===== config.mk =====
export PLATFORM = sky130hd
export DESIGN_NAME = if_fetch_unit
export DESIGN_NICKNAME = d
export VERILOG_FILES = /design/src/rtl/if_fetch_unit_pkg.sv /design/src/rtl/if_fetch_unit_inst_fifo.sv /design/src/rtl/if_fetch_unit.sv
export SDC_FILE = /design/constraint.sdc
export NUM_CORES = 1
export LEC_CHECK = 0
export ABC_CLOCK_PERIOD_IN_PS = 9100
export CORE_ASPECT_RATIO = 0.8
export CORE_MARGIN = 4
export CORE_UTILIZATION = 47
export DETAILED_ROUTE_END_ITERATION = 8
export GPL_TIMING_DRIVEN = 0
export PLACE_DENSITY = 0.82
export RECOVER_POWER = 25
export SYNTH_ARGS = -nofsm -noshare
export SYNTH_HDL_FRONTEND = slang
export SYNTH_HIERARCHICAL = 1
export SYNTH_SLANG_ARGS = --single-unit

===== constraint.sdc =====
create_clock -name Clk -period 9.1 [get_ports Clk]
set_input_delay 2.275 -clock Clk [delete_from_list [all_inputs] [get_ports Clk]]
set_output_delay 2.275 -clock Clk [all_outputs]
set_load 0.05 [all_outputs]

===== src/rtl/if_fetch_unit_pkg.sv =====
// Shared constants and types for the instruction-fetch stage.
// Holds the buffer entry layout and the architectural fetch step.
package if_fetch_unit_pkg;

    localparam logic [31:0] RESET_PC_DEF = 32'h0000_0000;
    localparam logic [31:0] NOP_INST     = 32'h0000_0000;
    localparam logic [31:0] PC_STEP      = 32'd4;

    typedef struct packed {
        logic [31:0] inst;
        logic [31:0] pcplusfour;
    } ibuf_ent_t;

endpackage


===== src/rtl/if_fetch_unit_inst_fifo.sv =====
// Purpose: DEPTH-entry synchronous FIFO with push/pop/flush and a combinational head.
// Latency: a pushed entry is visible at the head on the cycle after the push.
// Backpressure: pop on empty and push on full (without a pop) are ignored; flush wins.
module if_inst_fifo #(
    parameter int WIDTH = 64,
    parameter int DEPTH = 2
) (
    input  logic                       clk,
    input  logic                       rst,
    input  logic                       push,
    input  logic [WIDTH-1:0]           push_dat,
    input  logic                       pop,
    input  logic                       flush,
    output logic [$clog2(DEPTH+1)-1:0] count,
    output logic [WIDTH-1:0]           head_dat
);
    localparam int PW = (DEPTH > 1) ? $clog2(DEPTH) : 1;
    localparam int CW = $clog2(DEPTH + 1);

    logic [WIDTH-1:0] mem_q [DEPTH];
    logic [PW-1:0]    rd_ptr_q, rd_ptr_d;
    logic [PW-1:0]    wr_ptr_q, wr_ptr_d;
    logic [CW-1:0]    count_q, count_d;
    logic             do_push, do_pop;

    function automatic logic [PW-1:0] ptr_inc(input logic [PW-1:0] p);
        return (p == PW'(DEPTH - 1)) ? '0 : p + PW'(1);
    endfunction

    always_comb begin
        do_pop   = pop && (count_q != '0);
        do_push  = push && ((count_q != CW'(DEPTH)) || do_pop);
        rd_ptr_d = rd_ptr_q;
        wr_ptr_d = wr_ptr_q;
        count_d  = count_q;
        if (flush) begin
            rd_ptr_d = '0;
            wr_ptr_d = '0;
            count_d  = '0;
        end else begin
            if (do_pop)  rd_ptr_d = ptr_inc(rd_ptr_q);
            if (do_push) wr_ptr_d = ptr_inc(wr_ptr_q);
            count_d = count_q + CW'(do_push) - CW'(do_pop);
        end
    end

    always_ff @(posedge clk) begin
        if (rst) begin
            rd_ptr_q <= '0;
            wr_ptr_q <= '0;
            count_q  <= '0;
        end else begin
            rd_ptr_q <= rd_ptr_d;
            wr_ptr_q <= wr_ptr_d;
            count_q  <= count_d;
        end
    end

    // Storage needs no reset: count_q alone decides what is valid.
    always_ff @(posedge clk) begin
        if (do_push && !flush) mem_q[wr_ptr_q] <= push_dat;
    end

    assign head_dat = mem_q[rd_ptr_q];
    assign count    = count_q;

endmodule


===== src/rtl/if_fetch_unit.sv =====
// Purpose: fetch stage owning the PC, issuing in-order word fetches and buffering returns for IF/ID.
// Latency: >=1 cycle memory latency, then the response is at the head on the following cycle.
// Backpressure: stall holds the head; requests stop once outstanding + buffered reaches DEPTH.
module if_fetch_unit
    import if_fetch_unit_pkg::*;
#(
    parameter logic [31:0] RESET_PC = RESET_PC_DEF,
    parameter int          DEPTH    = 2
) (
    input  logic        Clk,
    input  logic        Reset,
    input  logic        stall,
    input  logic        redirect_valid,
    input  logic [31:0] redirect_target,
    output logic        imem_req,
    output logic [31:0] imem_addr,
    input  logic        imem_ready,
    input  logic        imem_rvalid,
    input  logic [31:0] imem_rdata,
    output logic [31:0] IF_inst,
    output logic [31:0] IF_pcplusfour,
    output logic        IF_valid,
    output logic        nop
);
    localparam int CW = $clog2(DEPTH + 1);

    logic [31:0]   fetch_pc_q, fetch_pc_d;
    logic [CW-1:0] discard_q, discard_d;
    logic          nop_q, nop_d;

    logic [CW-1:0] buf_count;
    logic [CW-1:0] outstanding;
    logic [CW:0]   inflight_total;
    logic [31:0]   tag_head;
    ibuf_ent_t     buf_head;
    ibuf_ent_t     buf_push_dat;
    logic          accept, rsp_keep, buf_pop;

    always_comb begin
        inflight_total = {1'b0, outstanding} + {1'b0, buf_count};
        imem_req       = !Reset && !redirect_valid && (inflight_total < (CW+1)'(DEPTH));
        accept         = imem_req && imem_ready;
        rsp_keep       = imem_rvalid && (discard_q == '0) && !redirect_valid;
        buf_pop        = !stall && (buf_count != '0);
        buf_push_dat   = '{inst: imem_rdata, pcplusfour: tag_head + PC_STEP};

        fetch_pc_d = fetch_pc_q;
        discard_d  = discard_q;
        nop_d      = redirect_valid;
        if (redirect_valid) begin
            // Every request still in flight after this edge belongs to the old path.
            fetch_pc_d = redirect_target;
            discard_d  = outstanding - CW'(imem_rvalid);
        end else begin
            if (accept) fetch_pc_d = fetch_pc_q + PC_STEP;
            if (imem_rvalid && (discard_q != '0)) discard_d = discard_q - CW'(1);
        end
    end

    always_ff @(posedge Clk) begin
        if (Reset) begin
            fetch_pc_q <= RESET_PC;
            discard_q  <= '0;
            nop_q      <= 1'b0;
        end else begin
            fetch_pc_q <= fetch_pc_d;
            discard_q  <= discard_d;
            nop_q      <= nop_d;
        end
    end

    // Issued-address queue; its occupancy is the outstanding-request count.
    if_inst_fifo #(
        .WIDTH (32),
        .DEPTH (DEPTH)
    ) u_tag_q (
        .clk      (Clk),
        .rst      (Reset),
        .push     (accept),
        .push_dat (fetch_pc_q),
        .pop      (imem_rvalid),
        .flush    (1'b0),
        .count    (outstanding),
        .head_dat (tag_head)
    );

    if_inst_fifo #(
        .WIDTH ($bits(ibuf_ent_t)),
        .DEPTH (DEPTH)
    ) u_inst_buf (
        .clk      (Clk),
        .rst      (Reset),
        .push     (rsp_keep),
        .push_dat (buf_push_dat),
        .pop      (buf_pop),
        .flush    (redirect_valid),
        .count    (buf_count),
        .head_dat (buf_head)
    );

    assign imem_addr     = fetch_pc_q;
    assign IF_valid      = !Reset && (buf_count != '0);
    assign IF_inst       = IF_valid ? buf_head.inst : NOP_INST;
    assign IF_pcplusfour = IF_valid ? buf_head.pcplusfour : 32'h0000_0000;
    assign nop           = nop_q && !Reset;

    a_rvalid_has_request: assert property (@(posedge Clk) disable iff (Reset)
        imem_rvalid |-> (outstanding != '0));

endmodule


==> impl_metrics.csv, run 1 <==
group,metric,value,unit
power_and_ir_drop,combinationalPowerShare,0.082,
logic_synthesis,synth-edff-count,192,
logic_synthesis,ys_types,56,
cells_and_area,final_cell_mix,"edfxtp_1, clkdlybuf4s50_1, mux2_4",
sta,fmaxAchievable,129,MHz
sta,relSlewSlack,0.227,
sta,slew_viol_final,0,
die,ios,169,
worst_setup_path,worst_ep_required_time,6.83,ns
sta,worst_slack,1.32,ns
cells_and_area,drive_gt1_frac,0.164,
global_route,grt_pass1_vias,7210,
logic_synthesis,yosys_warnings,6,
worst_setup_path,path_class,"primary input to output port",
sta,max_slew.worst_pin.slew,1.16,ns
worst_setup_path,crit_arrival,5.51,ns
sta,rsz0062_at_grt,"no",
power_and_ir_drop,totalPowerFinal,2370,uW
logic_synthesis,ys_seq_area_frac,0.609,
clock_tree,clkTransAtPathRegs,0.06,ns
logic_synthesis,yosys_register_bits,237,
detailed_routing,drcViolationCount,0,
sta,hold_ws,0.490,ns
min_path,hp-class,"flip-flop to flip-flop",
placed_design,place_ws,1.30,ns
logic_synthesis,synthXorXnorAreaFrac,0.0352,
global_route,track_usage,0.187,
clock_tree,postCtsSetupBuffers,0,
power_and_ir_drop,switching_power,534,uW
global_route,grt_max_degree,16,
clock_tree,ctsResizeCount,0,
die,num_rows,49,
sta,finalSetupViolCount,0,
worst_setup_path,r2r_slack,4.79,ns
clock_tree,htreeDepth,1,
logic_synthesis,muxShareOfSynthArea,0.133,
clock_tree,cts.sinks,237,
cells_and_area,nNetsFinal,1082,
logic_synthesis,synth_cells,787,
die,dieArea,0.0258,sq mm
detailed_routing,wl,24.6,mm
die,start_util,0.482,
sta,timing.final.crit_share,0.855,
power_and_ir_drop,clkPwrFrac,0.402,
clock_tree,tritoncts,"done",
global_route,antenna_found_initial,1,
logic_synthesis,avgSynthCellArea,13.9,sq um
logic_synthesis,synthAdderAreaFrac,0.0110,
placed_design,gp_congestion,0.949,
detailed_routing,drtIter0Drc,733,
clock_tree,hold_buffers,0,
power_and_ir_drop,p_leak,0.00480,uW
sta,layout_min_cycle_time,7.78,ns
detailed_routing,dr.pass1.iters,5,
run,cap_violations,0,
clock_tree,worst_skew_pair.late_latency,0.51,ns
logic_synthesis,async_flop_share,0,
power_and_ir_drop,power_density,170,mW/mm^2
detailed_routing,vias,7265,
detailed_routing,vias_per_cell,5.47,
power_and_ir_drop,switching_share,0.225,
clock_tree,cts_root_buf,"clkbuf_16",
power_and_ir_drop,vdd_ir_drop_max,138,uV
clock_tree,clockBufferDepth,3,
global_route,overflow,0,
sta,hold_viol_final,0,
placed_design,placedCellCount,1283,
placed_design,dpl.hpwl,17.7,mm
worst_setup_path,crit_fanout,11,
logic_synthesis,synth-compound-area-share,0.0445,
cells_and_area,layout_commonest_cell,"edfxtp_1",
cells_and_area,syn_to_final_growth,27.7,%
logic_synthesis,netlist_area,0.0109,sq mm
logic_synthesis,ys.flop_type,"edfxtp_1",
logic_synthesis,synth_top_family_by_area,"simple AND/OR/NAND/NOR gates",
die,dieHeight,144,um
clock_tree,cts_buffers,24,
cells_and_area,fin_cells,1327,
die,core_area,0.0227,sq mm
detailed_routing,wl_per_cell,18.5,um
global_route,grt_pass1_wl,38.2,mm
placed_design,io_buffers,168,
die,die_w,179,um
logic_synthesis,synthSimpleGateAreaFrac,0.143,
detailed_routing,ant_nets,0,
run_status,status,"finished, final reports clean",
worst_setup_path,cp-end-kind,"output port",
power_and_ir_drop,p_int,1840,uW
power_and_ir_drop,seq_power_share,0.516,
worst_setup_path,startpoint_type,"primary input",
sta,skew,0.0123,ns
[state kept, by name (all words and copies together) (netlist names), 2 cells and up, named ones only]
name              count
discard_q             2
imem_addr            32
u_inst_buf/count      2
u_inst_buf/mem_q    128
u_tag_q/count         2
u_tag_q/mem_q        64
[power by group through the flow]
stage	sequential (uW)	clock (uW)	combinational, uW
after floorplan	1270	0	81.5
after global placement	1250	0	189
after detailed placement	1240	0	195
after CTS	1220	968	197
after global routing	1230	1010	208
final	1220	953	195
[routing by layer]
metal | vias up | routed length (um) | track usage
li1 | 3395 | - | -
met1 | 3446 | 10900 | 0.264
met2 | 382 | 10900 | 0.299
met3 | 42 | 2280 | 0.0418
met4 | 0 | 497 | 0.0404
met5 | - | 0 | 0
[cell type report]
cell class / instances / area [sq um]
well taps: 306 / 383
clock inverters: 14 / 128
flip-flops and latches: 237 / 6670
clock buffers: 29 / 641
diodes: 1 / 2.50
multi-input cells: 507 / 4050
plain buffers: 35 / 201
repair buffers: 184 / 1850
inverters: 14 / 52.6
fillers: 1767 / 8710
[cells in the mapped netlist, types with 3 or more instances]
library cell,instances,area [sq um]
edfxtp_1,192,5770
xnor2_1,30,263
nor4_1,14,87.6
mux2_4,90,1350
or4_1,4,30.0
a2111oi_0,3,26.3
buf_6,10,113
a211o_1,3,26.3
nand4_1,26,163
inv_1,12,45.0
and4_1,4,35.0
nor3_1,22,110
o311ai_0,3,26.3
clkbuf_1,21,78.8
ha_1,8,100
a21oi_1,4,20.0
mux2i_1,4,40.0
nand2_1,45,169
and2_1,74,463
nor3b_1,4,30.0
or3_1,8,50.1
nand3_1,28,140
dfxtp_1,45,901
a211oi_1,9,67.6
a31oi_1,11,68.8
and3_1,12,75.1
o211ai_1,6,45.0
nor2_1,37,139
a311oi_1,3,26.3
mux2_2,6,67.6
xor2_1,14,123
o221ai_1,4,35.0
buf_2,3,15.0
[worst max-delay path, stage by stage]
cell,delay [ns]
clkdlybuf4s50_1,0.63
clkbuf_1,0.33
nor2_1,0.35
clkbuf_1,0.49
clkbuf_1,0.42
and2_1,0.21
clkdlybuf4s50_1,0.80
[final timing paths]
check / start / endpoint / cells past startpoint
worst max-delay path: Reset / IF_inst[24] / 7
worst min-delay path: imem_addr[1] / u_tag_q/mem_q[1][1] / 0
worst max register to register: u_tag_q/count[0] / u_tag_q/mem_q[1][29] / 9
worst min register to register: imem_addr[1] / u_tag_q/mem_q[1][1] / 0
[per-stage QoR]
| step | utilization | cell area, sq um | setup TNS (ns) |
|---|---|---|---|
| global placement | 0.574 | 13000 | -357.74 |
| CTS | 0.617 | 14000 | 0 |
| global route | 0.616 | 14000 | 0 |
| detailed placement | 0.583 | 13200 | 0 |
| finish | 0.616 | 14000 | 0 |
| floorplan | - | 11000 | 0 |
[kinds of logic after synthesis]
family                   count (synthesis)
flip-flops                             237
adder cells (fa/ha/maj)                  9
XOR/XNOR                                44
buffers and inverters                   49
multiplexers                           100
other                                    1
AND/OR/NAND/NOR                        287
AO/OA/AOI/OAI                           60
Note: power is estimated with default switching activity, not from simulation.
==> run 2: changes to the inputs <==
--- a/config.mk
+++ b/config.mk
@@ -5,6 +5,7 @@
 export SDC_FILE = /design/constraint.sdc
 export NUM_CORES = 1
 export LEC_CHECK = 0
+export ABC_AREA = 0
 export ABC_CLOCK_PERIOD_IN_PS = 9100
 export CORE_ASPECT_RATIO = 0.8
 export CORE_MARGIN = 4
==> results of run 2 <==
The final DEF is identical to that of run 1; final timing and power are the same.
==> run 3: changes to the inputs <==
--- a/config.mk
+++ b/config.mk
@@ -10,6 +10,7 @@
 export CORE_ASPECT_RATIO = 0.8
 export CORE_MARGIN = 4
 export CORE_UTILIZATION = 47
+export CTS_CLUSTER_DIAMETER = 40
 export DETAILED_ROUTE_END_ITERATION = 8
 export GPL_TIMING_DRIVEN = 0
 export PLACE_DENSITY = 0.82
==> run 3 against run 2 <==
Net effect:
- maximum frequency decreased by 0.15%
- core utilization grew 0.76 points
- cell area grew 1.2%
- global-route usage about the same
- critical path depth unchanged
- register-to-register slack hardly changed
- clock skew is 0.0052 ns lower
- non-clock buffer count unchanged
- first-iteration DRC count increased by 4.2%
- total power is 6.7% higher
==> impl_metrics.csv, run 3 (synthesis results as in run 1) <==
group,metric,value,unit
placed_design,io_buffers,168,
clock_tree,worst_skew_pair.late_latency,0.53,ns
die,die_w,179,um
clock_tree,ctsResizeCount,0,
detailed_routing,wl,24.6,mm
cells_and_area,nNetsFinal,1087,
worst_setup_path,crit_fanout,11,
worst_setup_path,path_class,"primary input to output port",
detailed_routing,wl_per_cell,18.4,um
worst_setup_path,cp_top_family,"buffers and inverters",
detailed_routing,vias,7322,
sta,max_slew.worst_pin.slew,1.09,ns
power_and_ir_drop,p_leak,0.00488,uW
worst_setup_path,worstPathCellList,"clkdlybuf4s50_1 -> clkbuf_1 -> nor2_1 -> clkbuf_1 -> clkbuf_1 -> and2_1 -> clkdlybuf4s50_1",
sta,fmaxAchievable,128,MHz
clock_tree,cts.sinks,237,
run_status,status,"finished, final reports clean",
clock_tree,clockBufferDepth,3,
detailed_routing,drtIter0Drc,764,
worst_setup_path,worst_ep_required_time,6.83,ns
worst_setup_path,cp_slowest_stage_delay,0.80,ns
cells_and_area,fin_util,0.623,
global_route,track_usage,0.187,
cells_and_area,multiInputGateArea,0.00405,sq mm
power_and_ir_drop,vdd_ir_drop_max,96.0,uV
sta,finalSetupViolCount,0,
global_route,grt_max_degree,15,
detailed_routing,vias_per_cell,5.48,
die,start_util,0.482,
placed_design,place_ws,1.30,ns
sta,slew_viol_final,0,
sta,hold_viol_final,0,
clock_tree,cts_buffers,29,
cells_and_area,fill_cells,1754,
die,core_area,0.0227,sq mm
power_and_ir_drop,power_density,179,mW/mm^2
cells_and_area,final_cell_mix,"edfxtp_1, clkdlybuf4s50_1, mux2_4",
clock_tree,tritoncts,"done",
min_path,hp-class,"flip-flop to flip-flop",
clock_tree,postCtsSetupBuffers,0,
sta,setup_tns,0,ns
die,dieHeight,144,um
global_route,antenna_found_initial,0,
cells_and_area,largest_register_ffs,128,
cells_and_area,drive_gt1_frac,0.175,
global_route,grt_pass1_wl,38.3,mm
placed_design,place_area,0.0132,sq mm
sta,relSlewSlack,0.266,
worst_setup_path,crit_arrival,5.52,ns
worst_setup_path,crit_buf_inv,5,
cells_and_area,layout_commonest_cell,"edfxtp_1",
die,dieArea,0.0258,sq mm
sta,layout_min_cycle_time,7.79,ns
worst_setup_path,startpoint_type,"primary input",
worst_setup_path,cp-end-kind,"output port",
cells_and_area,top_register,"u_inst_buf/mem_q",
run,cap_violations,0,
die,ios,169,
sta,timing.final.crit_share,0.856,
global_route,overflow,0,
cells_and_area,syn_to_final_growth,29.2,%
clock_tree,cts_root_buf,"clkbuf_16",
die,num_rows,49,
worst_setup_path,cpMaxStageDelayCell,"clkdlybuf4s50_1",
placed_design,dpl.hpwl,17.7,mm
placed_design,gp_congestion,0.949,
global_route,grt_pass1_vias,7309,
detailed_routing,dr.pass1.iters,5,
power_and_ir_drop,totalPowerFinal,2530,uW
sta,rsz0062_at_grt,"no",
sta,worst_slack,1.31,ns
cells_and_area,fin_area,0.0141,sq mm
clock_tree,hold_buffers,0,
clock_tree,clkTransAtPathRegs,0.06,ns
detailed_routing,drcViolationCount,0,
sta,skew,0.00707,ns
cells_and_area,seq_area,0.00667,sq mm
detailed_routing,ant_nets,0,
clock_tree,htreeDepth,1,
cells_and_area,antenna_cells,0,
worst_setup_path,cp_common_cell,"clkbuf_1",
==> run 3: cell count changes in the layout (fill, tap and decap cells not counted), sizes merged <==
cell           previous run  this run
diode                     1         0
inv                      15        23
clkdlybuf4s50           153       155
dlygate4sd3              15        13
clkbuf                   52        53
==> run 3: metal layers <==
layer / global-route usage / routed length [um] / up-vias
li1: - / - / 3412
met2: 0.296 / 10600 / 409
met5: 0 / 0 / -
met3: 0.0455 / 2460 / 65
met1: 0.260 / 10900 / 3436
met4: 0.0517 / 662 / 0
==> run 3: path summary, 6_finish.rpt <==
path | startpoint | endpoint | slack (ns) | cells past startpoint
max | Reset | IF_inst[24] | 1.31 | 7
min reg2reg | imem_addr[1] | u_tag_q/mem_q[1][1] | 0.49 | 0
min | imem_addr[1] | u_tag_q/mem_q[1][1] | 0.49 | 0
max reg2reg | u_tag_q/count[0] | u_tag_q/mem_q[1][22] | 4.80 | 9
==> run 3: stage by stage <==
| stage | hold WS [ns] | cells |
|---|---|---|
| 3_3_place_gp | 0.463 | 1267 |
| 2_1_floorplan | 0.456 | 793 |
| 4_1_cts | 0.506 | 1335 |
| 3_5_place_dp | 0.490 | 1283 |
| 5_1_grt | 0.519 | 1335 |
| 6_report | 0.495 | 1335 |
==> run 3: cell type report <==
cell class | instances | share of cell area
multi-input combinational | 507 | 0.286
clock inverter | 22 | 0.0151
timing repair buffer | 184 | 0.131
clock buffer | 30 | 0.0516
buffer | 35 | 0.0142
sequential | 237 | 0.471
inverter | 14 | 0.00372
tap | 306 | 0.0271
==> run 3: power breakdown <==
| group | switching [uW] | leakage (uW) | internal, uW |
|---|---|---|---|
| Clock | 458 | 0.000460 | 654 |
| Combinational | 111 | 0.00232 | 84.8 |
| Sequential | 28.7 | 0.00210 | 1190 |
| Total | 598 | 0.00488 | 1930 |
